## src/rtl/operate_sequencer.sv

```systemverilog
// Multi-cycle sequencer for LC-3 operate instructions (ADD, AND, NOT).
// Drives a register file's index/write ports, computes the result and updates NZP.
module operate_sequencer #(
    parameter int         WIDTH    = 16,
    parameter logic [2:0] CC_RESET = 3'b010
) (
    input  logic             Clk,
    input  logic             Reset,
    input  logic             Start,
    input  logic [15:0]      IR,
    input  logic [WIDTH-1:0] SR1_Out,
    input  logic [WIDTH-1:0] SR2_Out,
    output logic [2:0]       DR,
    output logic [2:0]       SR1,
    output logic [2:0]       SR2,
    output logic             LD_REG,
    output logic [WIDTH-1:0] In,
    output logic             N,
    output logic             Z,
    output logic             P,
    output logic             Busy,
    output logic             Done,
    output logic             Illegal
);

    typedef enum logic [2:0] {
        S_IDLE,
        S_DECODE,
        S_EXECUTE,
        S_WRITEBACK,
        S_DONE
    } state_t;

    localparam logic [3:0] OP_ADD = 4'b0001;
    localparam logic [3:0] OP_AND = 4'b0101;
    localparam logic [3:0] OP_NOT = 4'b1001;

    state_t           state_q, state_d;
    logic [15:0]      ir_q, ir_d;
    logic [WIDTH-1:0] result_q, result_d;
    logic [2:0]       nzp_q, nzp_d;
    logic             busy_q, busy_d;
    logic             done_q, done_d;
    logic             illegal_q, illegal_d;
    logic             ld_reg_q, ld_reg_d;

    logic [3:0]       opcode;
    logic [WIDTH-1:0] op2;
    logic [WIDTH-1:0] alu_out;

    assign opcode = ir_q[15:12];
    assign op2    = ir_q[5] ? {{(WIDTH-5){ir_q[4]}}, ir_q[4:0]} : SR2_Out;

    always_comb begin
        unique case (opcode)
            OP_ADD:  alu_out = SR1_Out + op2;
            OP_AND:  alu_out = SR1_Out & op2;
            default: alu_out = ~SR1_Out;
        endcase
    end

    // NOTE: every variable gets a default at the top of the block, so no path
    // can leave one unassigned and infer a latch.
    always_comb begin
        state_d   = state_q;
        ir_d      = ir_q;
        result_d  = result_q;
        nzp_d     = nzp_q;
        illegal_d = illegal_q;
        done_d    = 1'b0;
        ld_reg_d  = 1'b0;

        unique case (state_q)
            S_IDLE: begin
                if (Start) begin
                    ir_d      = IR;
                    illegal_d = 1'b0;
                    state_d   = S_DECODE;
                end
            end
            S_DECODE: begin
                if (opcode == OP_ADD || opcode == OP_AND || opcode == OP_NOT) begin
                    state_d = S_EXECUTE;
                end else begin
                    illegal_d = 1'b1;
                    done_d    = 1'b1;
                    state_d   = S_DONE;
                end
            end
            S_EXECUTE: begin
                result_d = alu_out;
                ld_reg_d = 1'b1;
                state_d  = S_WRITEBACK;
            end
            S_WRITEBACK: begin
                nzp_d[2] = result_q[WIDTH-1];
                nzp_d[1] = (result_q == '0);
                nzp_d[0] = !result_q[WIDTH-1] && (result_q != '0);
                done_d   = 1'b1;
                state_d  = S_DONE;
            end
            S_DONE: begin
                state_d = S_IDLE;
            end
            default: begin
                state_d = S_IDLE;
            end
        endcase

        busy_d = (state_d != S_IDLE);
    end

    // NOTE: sequential state uses non-blocking assignments so every flop
    // samples its pre-edge inputs regardless of statement order.
    always_ff @(posedge Clk) begin
        if (Reset) begin
            state_q   <= S_IDLE;
            ir_q      <= '0;
            result_q  <= '0;
            nzp_q     <= CC_RESET;
            busy_q    <= 1'b0;
            done_q    <= 1'b0;
            illegal_q <= 1'b0;
            ld_reg_q  <= 1'b0;
        end else begin
            state_q   <= state_d;
            ir_q      <= ir_d;
            result_q  <= result_d;
            nzp_q     <= nzp_d;
            busy_q    <= busy_d;
            done_q    <= done_d;
            illegal_q <= illegal_d;
            ld_reg_q  <= ld_reg_d;
        end
    end

    // Masking with Reset keeps a writeback from landing on the reset edge.
    assign LD_REG  = ld_reg_q & ~Reset;
    assign DR      = ir_q[11:9];
    assign SR1     = ir_q[8:6];
    assign SR2     = ir_q[2:0];
    assign In      = result_q;
    assign N       = nzp_q[2];
    assign Z       = nzp_q[1];
    assign P       = nzp_q[0];
    assign Busy    = busy_q;
    assign Done    = done_q;
    assign Illegal = illegal_q;

endmodule
```

## config.mk

```make
export PLATFORM = sky130hd
export DESIGN_NAME = operate_sequencer
export DESIGN_NICKNAME = d
export VERILOG_FILES = /design/src/rtl/operate_sequencer.sv
export SDC_FILE = /design/constraint.sdc
export NUM_CORES = 1
export LEC_CHECK = 0
export ABC_AREA = 1
export CAP_MARGIN = 20
export CORE_UTILIZATION = 44
export DETAILED_ROUTE_END_ITERATION = 6
export PLACE_DENSITY = 0.89
export SETUP_SLACK_MARGIN = 0.2
export SLEW_MARGIN = 40
export SYNTH_ARGS = -nofsm -noshare
export SYNTH_HDL_FRONTEND = slang
export SYNTH_SLANG_ARGS = --single-unit
```

## constraint.sdc

```tcl
create_clock -name Clk -period 2 [get_ports Clk]
set_clock_uncertainty 0.1 [all_clocks]
set_input_delay 0.4 -clock Clk [delete_from_list [all_inputs] [get_ports Clk]]
set_output_delay 0.4 -clock Clk [all_outputs]
set_load 0.01 [all_outputs]
```

# Yosys cells after proc, flatten, opt, wreduce, memory -nomap -nowiden
# Cells that the tools add are included.
[classes]
add_sub_neg = 1
n_eq_ne = 8
n_bitwise = 4
mux = 11
reduce_logical = 11
[op_table]
columns = ["op", "n"]
rows = [
  ["16-bit one-hot mux with 2 select lines", 1],
  ["16-bit adder", 1],
  ["16-bit bitwise AND", 1],
  ["16-bit logical NOT", 1],
  ["16-bit two-way mux", 1],
  ["16-bit NOT", 1],
  ["16-bit nonzero test", 1],
  ["3-bit one-hot mux with 4 select lines", 1],
  ["3-bit by 2-bit equality test with 1-bit output, second input constant", 2],
  ["3-bit two-way mux", 2],
  ["4-bit by 1-bit equality test with 1-bit output, second input constant", 1],
  ["4-bit by 3-bit equality test with 1-bit output, second input constant", 1],
  ["4-bit equality test, second input constant", 1],
  ["1-bit two-way mux", 4],
  ["2-bit != test, second input constant", 2],
  ["1-bit one-hot mux with 2 select lines", 2],
  ["3-bit by 1-bit equality test with 1-bit output, second input constant", 1],
  ["3-bit logical NOT", 1],
  ["3-bit AND reduction", 1],
  ["3-bit nonzero test", 1],
  ["1-bit logical OR", 2],
  ["2-bit AND reduction", 1],
  ["2-bit nonzero test", 1],
  ["1-bit bitwise AND", 1],
  ["other kinds (3)", 3],
]
[word_totals]
register_bits = 42
word_cells = 43
output_inout_bits = 32

# Depth between registers and ports, before layout
[logic_depth]
ltp_word = 6
mapped_depth = 14
mapped_depth_nobuf = 14

# Worst setup path before layout
# Ideal clock, no wire load.
[synth_path]
kind = "reg-to-reg"
start = "register ir_q[5]"
end = "register result_q[6], in the netlist In[6]"
path_slack_ns = -0.133
setup_time_ns = 0.119
path_stages_with_launch = 13
path_buffers = 1
required_time_ns = 1.781
arrival_ns = 1.913
synth_period_minus_slack_ns = 2.133
cell_sequence = "dfxtp_1 inv_1 clkbuf_1 o21ai_0 ha_1 fa_1 nand2_2 nand2_1 nand3b_1 nand2_2 or2_0 nand3_1 a21oi_1"
[synth_via]
elab_chain_cells = 3
[synth_lines]
columns = ["item", "line_no", "source"]
rows = [
  ["start, declared", "39", "logic [15:0] ir_q, ir_d;"],
  ["start signal, assigned", "127", "ir_q <= ir_d;"],
  ["16-bit two-way mux *", "52", "assign op2 = ir_q[5] ? {{(WIDTH-5){ir_q[4]}}, ir_q[4:0]} : SR2_Out;"],
  ["16-bit adder or 16-bit bitwise AND (tied branches)", "56, 57", ""],
  ["16-bit one-hot mux with 2 select lines *", "55", "unique case (opcode)"],
  ["end signal, assigned", "128", "result_q <= result_d;"],
  ["end, declared", "40", "logic [WIDTH-1:0] result_q, result_d;"],
]
# Every way passes the cells marked *; elsewhere a longest branch is shown, timed or not.
# A chain may end at the register's enable or synchronous reset.

# Worst setup path in the final report
[layout_path]
start = "input port SR2_Out[1]"
end = "register result_q[8], in the netlist In[8]"
[layout_via]
elab_chain_cells = 3
[layout_lines]
columns = ["item", "line_no", "source"]
rows = [
  ["start, declared", "12", "input logic [WIDTH-1:0] SR2_Out,"],
  ["16-bit two-way mux", "52", ""],
  ["16-bit adder", "56", "OP_ADD: alu_out = SR1_Out + op2;"],
  ["16-bit one-hot mux with 2 select lines", "55", ""],
]
# No other way between the ends.

==> reports/qor.csv <==
stage,metric,value,unit
setup_path,CP peak stage delay,520,ps
synthesis,Mapped Cells,453,
global_routing,vias in the first global route,3212,
die,Die Area,7020,µm²
setup_path,Most common cell on crit path,nand2_4,
worst_hold_path,Tightest Hold Check Type,reg2reg,
global_routing,Total GRT Usage,0.261,
drt,DR WL/cell,15.4,µm
cells_and_area,"commonest non-fill, non-tap cell in the layout",nand2_1,
setup_path,R2R cell count,11,
clock_network,H-tree depth,2,
drt,Via-to-Cell Ratio,5.42,
setup_path,crit start category,input port,
clock_network,Clock Path Buffers,2,
global_routing,first-pass GRT wire length,14.7,mm
drt,Vias,3370,
clock_network,"Clk Latency, worst-skew pair",310,ps
synthesis,"Distinct cells, synth",30,
outcome,failing checks,"DRC, setup timing",
sta,Least-Margin Pin Slew,705,ps
die,initial core utilization,0.458,
clock_network,CTS Sinks,42,
power,total power,2.88,mW
clock_network,CTS Hold Bufs,0,
clock_network,Clock Pin Slew Worst Setup and Hold Paths,90,ps
outcome,status,"complete, but fails checks",
setup_path,CP Max Fanout,4,
sta,Setup-failing EPs final,6,
worst_hold_path,Worst Hold Path EP,ir_q[8]$_SDFFE_PP0P_,
cells_and_area,Finished Core Util,0.690,
synthesis,Synth warnings,0,
clock_network,CTS tree,built,
die,core area,6420,µm²
cells_and_area,Nets,612,
drt,DR iter-0 viols,251,
worst_hold_path,hold path start,ir_q[8]$_SDFFE_PP0P_,
synthesis,#FFs+latches synth,42,
sta,Final Hold Fails,0,
drt,Post-route DRC,14,
clock_network,Clock Tree Root,clkbuf_8,
drt,Detail Route Antenna Nets,0,
sta,total negative slack,-147,ps
cells_and_area,Layout area overhead,50.6,%
die,I/O pin cnt,83,
synthesis,post-synthesis sequential area ratio,0.286,
worst_hold_path,worst hold path depth,2,
sta,fin. max-slew vios,0,
die,die width,83.8,µm
sta,Slew HR,0.526,
job,max-cap violations,0,
synthesis,Synth Net Count,521,
setup_path,Setup crit end kind,register,
setup_path,Reg-to-Reg Start,ir_q[5]$_SDFFE_PP0P_,
drt,Pre-antenna DRT Iters,7,
die,Cell Rows,29,
placement,GP Congestion,0.920,
setup_path,crit-path cells,"clkdlybuf4s50_1, nand2_4, o21ai_4, fa_2, nand2_4, buf_4, a21oi_4, a21oi_2, or2_0, nand3_1, a21oi_1",
setup_path,Arrival @ worst endpoint,2160,ps
placement,post-DP HPWL,6.67,mm
sta,RSZ-0062 raised after global routing,yes,
power,maximum vdd drop,0.404,mV
setup_path,slowest cell on the critical path,clkdlybuf4s50_1,
cells_and_area,antenna cells,0,
synthesis,Post-Syn Area,2940,µm²
power,LEAKAGE,2.02,nW
power,pwr dens,649,nW/µm²
setup_path,CP Class,in2reg,
setup_path,Critical Path RT,2100,ps
global_routing,initial antenna violation count,0,
global_routing,largest net degree at the start of global routing,33,
sta,Final Cycle Share,1.03,
placement,pre-CTS setup slack,-416,ps
global_routing,total global routing overflow,0,
sta,fmax,487,MHz
sta,fin crit period,2050,ps
sta,worst hold slack,347,ps
setup_path,CP bufs+invs,2,
placement,I/O Buffers,82,
sta,Setup WS post-layout,-54.4,ps
setup_path,reg2reg end,In[8]$_SDFFE_PP0P_,
clock_network,CTS Buf Count,5,
setup_path,Worst R2R Setup Slack,-50,ps
cells_and_area,fraction of layout cells with a size suffix above 1,0.233,
setup_path,"CP delay by family, top",buffers and inverters,
die,die height,83.8,µm
drt,drt total wl,9.55,mm
synthesis,Post-Syn Area per Cell,6.50,µm²
cells_and_area,"commonest non-fill, non-tap cells in the layout","nand2_1, clkdlybuf4s50_1, inv_1, a21oi_1",
-- layer usage --
| layer | track usage | vias up | routed length, µm |
|---|---|---|---|
| li1 | - | 1643 | - |
| met1 | 0.309 | 1527 | 3890 |
| met2 | 0.452 | 169 | 4640 |
| met3 | 0.0663 | 31 | 780 |
| met4 | 0.102 | 0 | 235 |
| met5 | 0 | - | 0 |
-- cell type report --
type / count / area, µm²
clock buffers: 5 / 68.8
clock inverters: 3 / 68.8
inverters: 63 / 241
well taps: 77 / 96.3
repair buffers: 108 / 1070
fillers: 498 / 1990
flip-flops and latches: 42 / 848
multi-input cells: 324 / 2030
-- kinds of logic after synthesis --
kind of cell,Yosys count,synth area share
AO/OA/AOI/OAI,111,0.197
adder cells (fa/ha/maj),17,0.0748
buffers and inverters,87,0.133
flip-flops,42,0.286
AND/OR/NAND/NOR,196,0.309
-- stage by stage --
stage,std cells,instance area [µm²]
4_1_cts,619,4160
2_1_floorplan,453,2990
3_3_place_gp,610,3950
6_report,622,4430
3_5_place_dp,610,3950
5_1_grt,622,4430
-- power breakdown --
group | leakage [nW] | internal (mW) | switching, mW
registers | 0.345 | 0.888 | 0.0357
logic | 1.61 | 0.524 | 0.597
clock network | 0.0683 | 0.501 | 0.331
-- state kept, by name, summed over array words and instances, names as in the netlist --
register  cells
ld_reg_q      1
In           16
Done          1
ir_q         16
Illegal       1
nzp_q         3
state_q       3
Busy          1
-- repair_timing --
item | in CTS | in global routing
gates resized for setup | 22 | 60
setup endpoints to repair | 16 | 18
setup buffers | 1 | 3
pin swaps | 10 | 18
-- synthesized netlist by cell type (all sizes together) --
master,instances,area [µm²]
nand2,128,503
inv,63,236
a21oi,51,259
o21ai,49,245
dfxtp,42,841
nand3,25,140
nor2,23,124
buf,18,134
ha,16,200
or2,8,50.1
a31oi,6,37.5
clkbuf,6,22.5
o21a,5,37.5
nor3,4,40.0
nand3b,3,22.5
nor4,3,18.8
nand4,2,12.5
fa,1,20.0
-- worst max-delay path by stage --
stage,startpoint,to,depth (start not counted)
after detailed placement,SR2_Out[0],In[14]$_SDFFE_PP0P_,14
after global placement,SR2_Out[0],In[14]$_SDFFE_PP0P_,14
after floorplan,ir_q[5]$_SDFFE_PP0P_,In[6]$_SDFFE_PP0P_,12
final,SR2_Out[1],In[8]$_SDFFE_PP0P_,11
after global routing,ir_q[5]$_SDFFE_PP0P_,In[14]$_SDFFE_PP0P_,14
after CTS,ir_q[5]$_SDFFE_PP0P_,In[10]$_SDFFE_PP0P_,14
-- worst register-to-register path, cell delays in order, from the launching register on --
cell     delay (ps)
dfxtp_4         380
inv_6            60
buf_6           130
o21ai_4         200
fa_2            280
nand2_4          50
buf_4           140
a21oi_4         190
a21oi_2          80
or2_0           200
nand3_1          70
a21oi_1          60
No activity file was read; power rests on OpenSTA's default activity.
